==> src/rtl/pc_sequencer_pkg.sv <==
// pc_sequencer shared types and constants.
// FSM state enum, word-alignment mask, PC increment.
package pc_seq_pkg;

  typedef enum logic [1:0] {
    BOOT = 2'd0,
    RUN  = 2'd1,
    HALT = 2'd2
  } pc_state_e;

  localparam logic [31:0] ALIGN_MASK = 32'hFFFF_FFFC;
  localparam logic [31:0] PC_INC     = 32'd4;

endpackage

==> src/rtl/pc_sequencer_if.sv <==
// Handshake bundle between decode/hazard logic and pc_sequencer.
// master: control producer; slave: the PC sequencer.
interface pc_sequencer_if;
  import pc_seq_pkg::*;

  logic        Stall;
  logic        Branch;
  logic [31:0] BranchTarget;
  logic        Jump;
  logic [31:0] JumpTarget;
  logic        Halt;
  logic        Resume;
  logic [31:0] PC;
  logic [31:0] PCPlus4;
  logic        Valid;
  logic        Flush;
  logic        AlignErr;
  logic        Halted;
  logic [31:0] FetchCount;

  modport master (
    output Stall, Branch, BranchTarget,
    output Jump, JumpTarget, Halt, Resume,
    input  PC, PCPlus4, Valid, Flush,
    input  AlignErr, Halted, FetchCount
  );

  modport slave (
    input  Stall, Branch, BranchTarget,
    input  Jump, JumpTarget, Halt, Resume,
    output PC, PCPlus4, Valid, Flush,
    output AlignErr, Halted, FetchCount
  );

endinterface

==> src/rtl/pc_sequencer_next_mux.sv <==
// Next-PC source select (jump > branch > stall > PC+4) with wrap/align.
// Ports: pc, jump/branch + targets, stall -> next_pc, redirect, align_err.
module pc_next_mux
  import pc_seq_pkg::*;
#(
  parameter logic [31:0] ADDR_LIMIT = 32'd128,
  parameter logic [31:0] RESET_ADDR = 32'd0
) (
  input  logic [31:0] pc,
  input  logic        jump,
  input  logic [31:0] jump_target,
  input  logic        branch,
  input  logic [31:0] branch_target,
  input  logic        stall,
  output logic [31:0] next_pc,
  output logic        redirect,
  output logic        align_err
);

  // Force word alignment, then fold anything outside imem to reset.
  function automatic logic [31:0] wrap(
    input logic [31:0] a
  );
    logic [31:0] w;
    w = a & ALIGN_MASK;
    return (w >= ADDR_LIMIT) ? RESET_ADDR : w;
  endfunction

  always_comb begin
    next_pc   = wrap(pc + PC_INC);
    redirect  = 1'b0;
    align_err = 1'b0;
    // Overlapping selects are legal; order encodes priority.
    priority case (1'b1)
      jump: begin
        next_pc   = wrap(jump_target);
        redirect  = 1'b1;
        align_err = |jump_target[1:0];
      end
      branch: begin
        next_pc   = wrap(branch_target);
        redirect  = 1'b1;
        align_err = |branch_target[1:0];
      end
      stall: begin
        next_pc = pc;
      end
      default: begin
      end
    endcase
  end

endmodule

==> src/rtl/pc_sequencer.sv <==
// Program counter sequencer: BOOT/RUN/HALT FSM, PC register, flush.
// Ports: Clk, Reset (async high), bus (pc_sequencer_if.slave).
module pc_sequencer
  import pc_seq_pkg::*;
#(
  parameter logic [31:0] ADDR_LIMIT = 32'd128,
  parameter logic [31:0] RESET_ADDR = 32'd0
) (
  input  logic           Clk,
  input  logic           Reset,
  pc_sequencer_if.slave  bus
);

  pc_state_e   state_q;
  pc_state_e   state_d;
  logic [31:0] pc_q;
  logic [31:0] pc_d;
  logic        flush_q;
  logic        flush_d;
  logic        aerr_q;
  logic        aerr_d;
  logic [31:0] cnt_q;

  logic        run;
  logic [31:0] mux_pc;
  logic        mux_redir;
  logic        mux_aerr;

  assign run = (state_q == RUN);

  // Controls are masked outside RUN, so in HALT the
  // mux yields wrap(PC+4), which is the resume target.
  pc_next_mux #(
    .ADDR_LIMIT (ADDR_LIMIT),
    .RESET_ADDR (RESET_ADDR)
  ) u_mux (
    .pc            (pc_q),
    .jump          (run & bus.Jump),
    .jump_target   (bus.JumpTarget),
    .branch        (run & bus.Branch),
    .branch_target (bus.BranchTarget),
    .stall         (run & bus.Stall),
    .next_pc       (mux_pc),
    .redirect      (mux_redir),
    .align_err     (mux_aerr)
  );

  always_comb begin
    state_d = state_q;
    pc_d    = pc_q;
    flush_d = 1'b0;
    aerr_d  = 1'b0;
    case (state_q)
      BOOT: begin
        state_d = RUN;
      end
      RUN: begin
        if (bus.Halt) begin
          state_d = HALT;
        end else begin
          pc_d    = mux_pc;
          flush_d = mux_redir;
          aerr_d  = mux_aerr;
        end
      end
      HALT: begin
        if (bus.Resume) begin
          state_d = RUN;
          pc_d    = mux_pc;
        end
      end
      default: begin
        state_d = BOOT;
      end
    endcase
  end

  always_ff @(posedge Clk or posedge Reset) begin
    if (Reset) begin
      state_q <= BOOT;
      pc_q    <= RESET_ADDR;
      flush_q <= 1'b0;
      aerr_q  <= 1'b0;
      cnt_q   <= 32'd0;
    end else begin
      state_q <= state_d;
      pc_q    <= pc_d;
      flush_q <= flush_d;
      aerr_q  <= aerr_d;
      if (run) begin
        cnt_q <= cnt_q + 32'd1;
      end
    end
  end

  assign bus.PC         = pc_q;
  assign bus.PCPlus4    = pc_q + PC_INC;
  assign bus.Valid      = run;
  assign bus.Halted     = (state_q == HALT);
  assign bus.Flush      = flush_q;
  assign bus.AlignErr   = aerr_q;
  assign bus.FetchCount = cnt_q;

endmodule

==> src/flat_wrapper.sv <==
// flat-port wrapper written by rule: the top's interface ports become plain ports
module pc_sequencer_flat import pc_seq_pkg::*;
#(
  parameter logic [31:0] ADDR_LIMIT = 32'd128,
  parameter logic [31:0] RESET_ADDR = 32'd0
)
  (Clk, Reset, bus_Stall, bus_Branch, bus_BranchTarget, bus_Jump, bus_JumpTarget, bus_Halt, bus_Resume, bus_PC, bus_PCPlus4, bus_Valid, bus_Flush, bus_AlignErr, bus_Halted, bus_FetchCount);
  pc_sequencer_if bus_i ();
  input  logic Clk;
  input  logic Reset;
  input wire logic [$bits(bus_i.Stall)-1:0] bus_Stall;
  input wire logic [$bits(bus_i.Branch)-1:0] bus_Branch;
  input wire logic [$bits(bus_i.BranchTarget)-1:0] bus_BranchTarget;
  input wire logic [$bits(bus_i.Jump)-1:0] bus_Jump;
  input wire logic [$bits(bus_i.JumpTarget)-1:0] bus_JumpTarget;
  input wire logic [$bits(bus_i.Halt)-1:0] bus_Halt;
  input wire logic [$bits(bus_i.Resume)-1:0] bus_Resume;
  output wire logic [$bits(bus_i.PC)-1:0] bus_PC;
  output wire logic [$bits(bus_i.PCPlus4)-1:0] bus_PCPlus4;
  output wire logic [$bits(bus_i.Valid)-1:0] bus_Valid;
  output wire logic [$bits(bus_i.Flush)-1:0] bus_Flush;
  output wire logic [$bits(bus_i.AlignErr)-1:0] bus_AlignErr;
  output wire logic [$bits(bus_i.Halted)-1:0] bus_Halted;
  output wire logic [$bits(bus_i.FetchCount)-1:0] bus_FetchCount;
  assign bus_i.Stall = bus_Stall;
  assign bus_i.Branch = bus_Branch;
  assign bus_i.BranchTarget = bus_BranchTarget;
  assign bus_i.Jump = bus_Jump;
  assign bus_i.JumpTarget = bus_JumpTarget;
  assign bus_i.Halt = bus_Halt;
  assign bus_i.Resume = bus_Resume;
  assign bus_PC = bus_i.PC;
  assign bus_PCPlus4 = bus_i.PCPlus4;
  assign bus_Valid = bus_i.Valid;
  assign bus_Flush = bus_i.Flush;
  assign bus_AlignErr = bus_i.AlignErr;
  assign bus_Halted = bus_i.Halted;
  assign bus_FetchCount = bus_i.FetchCount;
  pc_sequencer #(.ADDR_LIMIT(ADDR_LIMIT), .RESET_ADDR(RESET_ADDR)) u_core (.Clk(Clk), .Reset(Reset), .bus(bus_i));
endmodule
==> config.mk <==
export PLATFORM = sky130hd
export DESIGN_NAME = pc_sequencer_flat
export DESIGN_NICKNAME = d
export VERILOG_FILES = /design/src/rtl/pc_sequencer_pkg.sv /design/src/rtl/pc_sequencer_if.sv /design/src/rtl/pc_sequencer_next_mux.sv /design/src/rtl/pc_sequencer.sv /design/src/flat_wrapper.sv
export SDC_FILE = /design/constraint.sdc
export NUM_CORES = 1
export LEC_CHECK = 0
export ABC_AREA = 1
export CAP_MARGIN = 20
export CORE_MARGIN = 4
export CORE_UTILIZATION = 47
export DETAILED_ROUTE_END_ITERATION = 8
export GPL_TIMING_DRIVEN = 0
export PLACE_DENSITY = 0.87
export SLEW_MARGIN = 20
export SYNTH_ARGS = -nofsm -noshare
export SYNTH_HDL_FRONTEND = slang
export SYNTH_SLANG_ARGS = --single-unit
==> constraint.sdc <==
create_clock -name Clk -period 6.05 [get_ports Clk]
set_clock_uncertainty 0.15 [all_clocks]
set_input_delay 1.21 -clock Clk [delete_from_list [all_inputs] [get_ports Clk]]
set_output_delay 1.21 -clock Clk [all_outputs]
set_load 0.01 [all_outputs]
After elaboration in Yosys (flattened, before gate mapping). Cells that the tools add are included.

Output and inout bits: 100. Word-level logic and storage cells: 44. Register bits: 68.

Add/subtract/negate cells: 2. Mux-type cells: 20. Reductions and logical operators: 6. $lt $le $gt $ge: 3. Eq/ne operators: 5. Bitwise gates (word level): 3.

Operators by type and width (count): 2-to-1 mux 32 bit (8); greater-or-equal comparator 32 x 8 -> 1 bit (second input constant) (3); one-hot mux 32 bit (2 select lines) (1); adder 32 x 1 -> 32 bit (second input constant) (1); adder 32 x 3 -> 32 bit (second input constant) (1); 2-to-1 mux 1 bit (8); inequality test 2 bit (second input constant) (3); one-hot mux 2 bit (3 select lines) (1); 2-to-1 mux 2 bit (2); OR reduction 2 bit (2); bitwise AND 1 bit (3); AND reduction 3 bit (1); == test 2 x 1 -> 1 bit (second input constant) (1); == test 2 bit (second input constant) (1); logical NOT 2 bit (1); AND reduction 2 bit (1); nonzero test 2 bit (1).

Longest topological paths before layout. Gate-level depths: netlist of run 1.

Word-level depth: 8. Depth in mapped cells: 15. Gate-level depth less buffers: 15.

Modules after synthesis. Synthesis of run 1 repeated with hierarchy kept, for this count alone.

Cell total of the unflattened synthesis: 930. Area, all modules: 5710.5 um^2.

Modules (own cells, without submodules): pc_sequencer (instances 1, area each 4063.9 um^2, cells an instance 575); pc_next_mux (instances 1, area each 1646.6 um^2, cells an instance 355).

Least setup slack after synthesis of run 1. Ideal clock, no wire load.

Kind: register to output. From: register u_core.pc_q[2], in the netlist u_core.bus.PC[2]. To: output bus_PCPlus4[22]. Setup slack: 3.339 ns. Arrival: 1.351 ns. Cell stages (with the launch flop): 8. Cells stage by stage: dfrtp_1 ha_1 nand2_2 nor2_4 nand2_1 nor2_1 nand3_1 nand2_1.

Word-level cells in the longest chain between the ends: 1.

Ends and longest elaborated chain: start: declaration (line pc_sequencer.sv:16) `logic [31:0] pc_q;`; start signal: assignment (line pc_sequencer.sv:87) `pc_q <= pc_d;`; adder 32 x 3 -> 32 bit (line pc_sequencer.sv:97) `assign bus.PCPlus4 = pc_q + PC_INC;`; end: declaration (line flat_wrapper.sv:19) `output wire logic [$bits(bus_i.PCPlus4)-1:0] bus_PCPlus4;`.

Every way passes these cells.

Worst setup path after layout of run 1.
From: register u_core.pc_q[2], in the netlist u_core.bus.PC[2]. To: output bus_PCPlus4[24].

Same word-level chain as after synthesis.

==> run_results.csv, run 1 <==
group,metric,value,unit
power,power_switching_share,35.8,%
synthesis,ys_warn_count,0,
sta,period_minus_slack,3.78,ns
worst_setup_path,start_kind,"flop",
finish,layout-drive-gt1-share,8.98,%
detailed_routing,vias,4359,
worst_setup_path,cp_cell_sequence,"ha_1, nand2_2, nor2_4, nand2_2, nor2_2, nand3_1, nand2_2, clkdlybuf4s50_1",
synthesis,synth.largest_area_cell,"dfrtp_1",
sta,tightest_slew,0.591,ns
worst_setup_path,slowest_stage,"clkdlybuf4s50_1",
clock_network,ctsHoldBuffers,0,
clock_network,cts_buffers,9,
status,status,"finished, final reports clean",
global_routing,grtUsageMet2,45.5,%
detailed_routing,wirelength,13200,um
die,die_y,102,um
sta,hold_slack,0.360,ns
power,leakagePower,2.79,nW
power,p_sw,0.550,mW
run,drv_cap,0,
sta,finalSetupTns,0,ns
finish,n_antenna_cell,0,
worst_setup_path,crit_path_end_kind,"output port",
worst_setup_path,max_stage_delay,0.53,ns
detailed_routing,drtAntennaViolNets,0,
sta,timing.final.ws_setup,2.27,ns
clock_network,post_cts_resize_count,0,
synthesis,synth_edf_count,0,
sta,setup_violations,0,
sta,finalHoldViolCount,0,
power,p_int,0.988,mW
die,start_util,49.3,%
die,row_count,33,
global_routing,grt_util_all_layers,26.5,%
detailed_routing,dr.first_iter.drc_count,186,
die,die-area,0.0104,mm2
finish,nFillCells,673,
placed_design,pre_cts_ws,2.64,ns
synthesis,synth_top_area_share,40.0,%
synthesis,avgSynthCellArea,7.38,um2
clock_network,clkTransAtPathRegs,0.07,ns
die,dieWidth,102,um
worst_setup_path,worstSetupPathType,"reg -> out",
power,irDropWorstVdd,259,uV
synthesis,yosysMostFrequentCell,"nand2_1",
finish,utilization,73.7,%
worst_setup_path,cpMostUsedCell,"nand2_2",
clock_network,cts_tree,"yes",
power,combinationalPowerShare,38.3,%
detailed_routing,drcViolationCount,0,
clock_network,clock-sinks,66,
global_routing,grt_pass1_wl,21500,um
hold_path,hp-class,"reg -> reg",
detailed_routing,wl_per_cell,15.5,um
clock_network,cts_root_buf,"clkbuf_8",
finish,nNetsFinal,818,
global_routing,grt_max_degree,54,
sta,rsz0062_at_grt,"false",
worst_setup_path,crit_fanout,7,
worst_setup_path,crit_required,4.69,ns
power,p_per_area,249,mW/mm2
sta,max_slew_margin,60.3,%
global_routing,met1_usage,31.8,%
sta,finalCritPeriodShare,62.5,%
finish,multiInputGateArea,0.00216,mm2
clock_network,clockBufferDepth,2,
global_routing,grt_most_used_layer,"met2",
die,num_io_pins,171,
sta,fmax,264,MHz
synthesis,syn-cell-area,0.00413,mm2
clock_network,h-tree-depth,3,
finish,area_delta_synth_final,49.5,%
sta,final_max_slew_viol_count,0,
finish,seq_area,0.00165,mm2
synthesis,netlist_top_cells_area,"dfrtp_1, nand2_1, nor2_1",
power,p_clk_share,26.1,%
clock_network,clk_latency,0.34,ns
synthesis,synthCells,560,
die,core-area,0.00838,mm2
global_routing,first_global_vias,4617,
clock_network,postCtsSetupRepairBufs,0,
placed_design,dp_hpwl,10800,um
synthesis,async_flop_share,100,%
global_routing,grtUsageMet3,6.27,%
synthesis,ys_ff_latch,66,
synthesis,yosysSeqAreaShare,40.0,%
global_routing,antenna_found_initial,0,
synthesis,synth_ff_type,"dfrtp_1",
synthesis,synth_common_cells,"nand2_1, nor2_1, inv_1",
global_routing,grt-ovfl-total,0,
detailed_routing,viasPerCell,5.12,
worst_setup_path,cp.arrival,2.42,ns
placed_design,gp_congestion,0.951,
placed_design,port_buffers,166,
detailed_routing,first_pass_iters,4,
synthesis,synth_cell_types,35,
power,p_seq_share,35.5,%
[placed cells by master (no fill, tap or decap), types with 4 or more instances in the layout]
cell type and instances:
ha_1 6, nor2_1 83, o21ai_0 9, nand2_1 153, nand3_2 5, conb_1 4
nand2_2 10, a21oi_1 9, xor2_1 18, nor2_2 13, nand4_1 18, xnor2_1 15
inv_1 71, buf_4 6, nand3_1 29, nor4_1 13, nor3_1 6, dfrtp_1 66
clkbuf_8 9, nor2_4 7, o21ai_1 5, clkdlybuf4s50_1 166
[path summary, 6_finish.rpt]
path                                      startpoint                        end  slack, ns  depth (start not counted)
setup / recovery                    u_core.bus.PC[2]            bus_PCPlus4[24]       2.27                          8
hold / removal             u_core.bus.FetchCount[31]  u_core.bus.FetchCount[31]       0.36                          1
setup reg to reg                   u_core.state_q[1]  u_core.bus.FetchCount[24]       3.52                         12
hold reg to reg            u_core.bus.FetchCount[31]  u_core.bus.FetchCount[31]       0.36                          1
max in group asynchronous                      Reset          u_core.bus.PC[30]       4.23                          3
min in group asynchronous                      Reset  u_core.bus.FetchCount[28]       0.99                          2
[logic make-up after synthesis]
logic type	count (synthesis)	synth area share, %
simple gates	347	39.8
compound gates	26	3.30
xor+xnor	33	7.00
flops	66	40.0
buf+inv	81	7.97
other cells	1	0.0908
fa+ha+maj	6	1.82
[metrics by stage]
stage               cells  power [mW]  instance area [um2]
floorplan             563       0.875                 4140
global placement      834        1.12                 5930
detailed placement    835        1.14                 5960
CTS                   851        1.55                 6170
global route          851        1.64                 6170
finish                851        1.54                 6170
[registers in the layout, summed over array words and instances (netlist names)]
name / cells
u_core.bus.FetchCount: 32
u_core.bus.PC: 30
u_core.state_q: 2
u_core.bus.AlignErr: 1
u_core.bus.Flush: 1
[critical path: cells and delay by family (launching register included)]
family	cells	cell delay [ns]
flops	1	0.47
fa+ha+maj	1	0.26
buf+inv	1	0.53
simple gates	6	0.82
[area by class of cell]
cell class / count / area share, %
tap: 105 / 2.13
clock inverter: 5 / 1.28
inverter: 73 / 4.48
timing repair buffer: 167 / 27.4
multi-input combinational: 416 / 35.0
clock buffer: 11 / 2.13
buffer: 8 / 0.892
sequential: 66 / 26.7
[per-layer routing]
layer	vias to the layer above	share of wire [%]
met5	-	0
met4	0	3.3
met3	37	8.8
met2	189	50
met1	2010	38
li1	2123	-
[power groups by stage]
stage	logic [mW]	registers, mW	clock network (mW)
floorplan	0.318	0.557	0
global placement	0.568	0.550	0
detailed placement	0.591	0.553	0
CTS	0.594	0.546	0.410
global route	0.653	0.553	0.431
finish	0.590	0.546	0.402
(Power assumes the default switching activity.)
==> run 2: changes to the inputs <==
--- a/config.mk
+++ b/config.mk
@@ -8,10 +8,10 @@
 export ABC_AREA = 1
 export CAP_MARGIN = 20
 export CORE_MARGIN = 4
-export CORE_UTILIZATION = 47
+export CORE_UTILIZATION = 44
 export DETAILED_ROUTE_END_ITERATION = 8
 export GPL_TIMING_DRIVEN = 0
-export PLACE_DENSITY = 0.87
+export PLACE_DENSITY = 0.82
 export SLEW_MARGIN = 20
 export SYNTH_ARGS = -nofsm -noshare
 export SYNTH_HDL_FRONTEND = slang
==> constraint.sdc (replaced) <==
create_clock -name Clk -period 3.9 [get_ports Clk]
set_clock_uncertainty 0.15 [all_clocks]
set_input_delay 0.78 -clock Clk [delete_from_list [all_inputs] [get_ports Clk]]
set_output_delay 0.78 -clock Clk [all_outputs]
set_load 0.01 [all_outputs]
==> run_results.csv, run 2 (same netlist as run 1, synthesis figures left out) <==
group,metric,value,unit
global_routing,grt_pass1_wl,20800,um
worst_setup_path,cp_cell_sequence,"ha_1, nand2_2, nor2_4, nand3_2, inv_1, nand3_1, nand2_1, clkdlybuf4s50_1",
sta,max_slew_margin,60.5,%
worst_setup_path,crit_path_end_kind,"output port",
die,start_util,44.9,%
detailed_routing,drtAntennaViolNets,0,
clock_network,postCtsSetupRepairBufs,0,
sta,final_max_slew_viol_count,0,
worst_setup_path,reg2reg_depth,13,
clock_network,cts_tree,"yes",
worst_setup_path,cp.buffers_inverters,2,
finish,largest_reg_flops,32,
finish,final_cell_mix,"clkdlybuf4s50_1, nand2_1, nor2_1",
hold_path,hold_start,"u_core.bus.FetchCount[31]",
global_routing,grt_max_degree,39,
detailed_routing,wirelength,12500,um
status,status,"finished, final reports clean",
sta,finalCritPeriodShare,86.2,%
die,die_y,105,um
run,drv_cap,0,
worst_setup_path,cp.arrival,2.43,ns
placed_design,dp_hpwl,10300,um
sta,timing.final.ws_setup,0.537,ns
sta,rsz0062_at_grt,"false",
hold_path,min_to,"u_core.bus.FetchCount[31]",
worst_setup_path,max_stage_delay,0.55,ns
worst_setup_path,worstSetupPathType,"reg -> out",
worst_setup_path,r2r-start,"u_core.state_q[1]",
global_routing,first_global_vias,4358,
die,row_count,35,
die,num_io_pins,171,
sta,tightest_slew,0.588,ns
global_routing,grt_util_all_layers,23.0,%
die,die-area,0.0110,mm2
global_routing,antenna_found_initial,0,
power,combinationalPowerShare,39.4,%
finish,layout.cells.non_filler,855,
detailed_routing,viasPerCell,5.01,
worst_setup_path,crit_required,2.97,ns
finish,nNetsFinal,818,
clock_network,clk_latency,0.34,ns
power,leakagePower,2.77,nW
detailed_routing,first_pass_iters,4,
worst_setup_path,startpoint,"u_core.bus.PC[2]",
placed_design,placed_cells,841,
clock_network,cts_buffers,9,
placed_design,port_buffers,166,
worst_setup_path,crit_fanout,7,
clock_network,post_cts_resize_count,0,
placed_design,pre_cts_ws,0.923,ns
clock_network,clkTransAtPathRegs,0.08,ns
detailed_routing,wl_per_cell,14.6,um
finish,layout-drive-gt1-share,9.01,%
power,p_clk_share,24.1,%
clock_network,clockBufferDepth,2,
clock_network,ctsHoldBuffers,0,
worst_setup_path,crit_cells,8,
power,power_switching_share,36.8,%
power,p_seq_share,36.5,%
detailed_routing,vias,4282,
worst_setup_path,crit_family,"buffers and inverters",
worst_setup_path,r2r_end,"u_core.bus.FetchCount[30]",
finish,layout_commonest_cell,"clkdlybuf4s50_1",
sta,finalSetupTns,0,ns
worst_setup_path,start_kind,"flop",
sta,setup_violations,0,
sta,finalHoldViolCount,0,
clock_network,clock-sinks,66,
sta,hold_slack,0.333,ns
hold_path,hp-class,"reg -> reg",
finish,n_antenna_cell,0,
sta,fmax,297,MHz
worst_setup_path,reg2reg_slack,1.42,ns
sta,period_minus_slack,3.36,ns
power,p_sw,0.849,mW
clock_network,cts_root_buf,"clkbuf_8",
finish,nFillCells,812,
power,p_per_area,375,mW/mm2
clock_network,h-tree-depth,3,
finish,area_delta_synth_final,48.8,%
global_routing,grt-ovfl-total,0,
power,irDropWorstVdd,359,uV
power,p_int,1.46,mW
hold_path,hold_depth,1,
die,dieWidth,105,um
detailed_routing,drcViolationCount,0,
worst_setup_path,slowest_stage,"clkdlybuf4s50_1",
detailed_routing,dr.first_iter.drc_count,141,
placed_design,gp_congestion,0.920,
die,core-area,0.00920,mm2
-- run 2: cell types whose count changed in the layout (fill, tap and decap cells not counted), sizes merged --
cell,before,now
clkinv,3,1
clkinvlp,0,3
clkbuf,11,9
bufinv,2,1
-- run 2: per-layer routing --
metal	global-route usage, %	routed length [um]
met1	28.7	5300
met3	6.11	774
met2	39.5	6200
met5	0	0
met4	6.28	248
-- run 2: how the worst max path moves through the flow --
stage,to,slack (ns)
after detailed placement,bus_PCPlus4[24],0.92
after CTS,bus_PCPlus4[24],0.55
after floorplan,u_core.bus.AlignErr,1.32
after global routing,bus_PCPlus4[24],0.39
after global placement,u_core.bus.PC[22],0.12
final,bus_PCPlus4[28],0.54
-- run 2: stage by stage --
step	cell area [um2]	total power, mW	util (%)
floorplan	4140	1.36	-
global placement	5940	1.74	64.6
detailed placement	5960	1.77	64.9
CTS	6150	2.33	66.8
global route	6150	2.47	66.8
finish	6150	2.31	66.8
-- run 2: area by class of cell --
type	instances	area (um2)	share of cell area, %
Tap cell	111	139	2.26
Clock buffer	9	124	2.02
Inverter	73	277	4.50
Buffer	8	55.1	0.896
Timing Repair Buffer	167	1680	27.4
Clock inverter	5	57.6	0.936
Sequential cell	66	1650	26.9
Multi-Input combinational cell	416	2160	35.2
-- run 2: power by group through the flow --
stage	clock network, mW	logic (mW)	registers (mW)
after floorplan	0	0.493	0.864
after global placement	0	0.890	0.850
after detailed placement	0	0.916	0.855
after CTS	0.567	0.919	0.842
after global routing	0.597	1.02	0.855
final	0.556	0.909	0.842
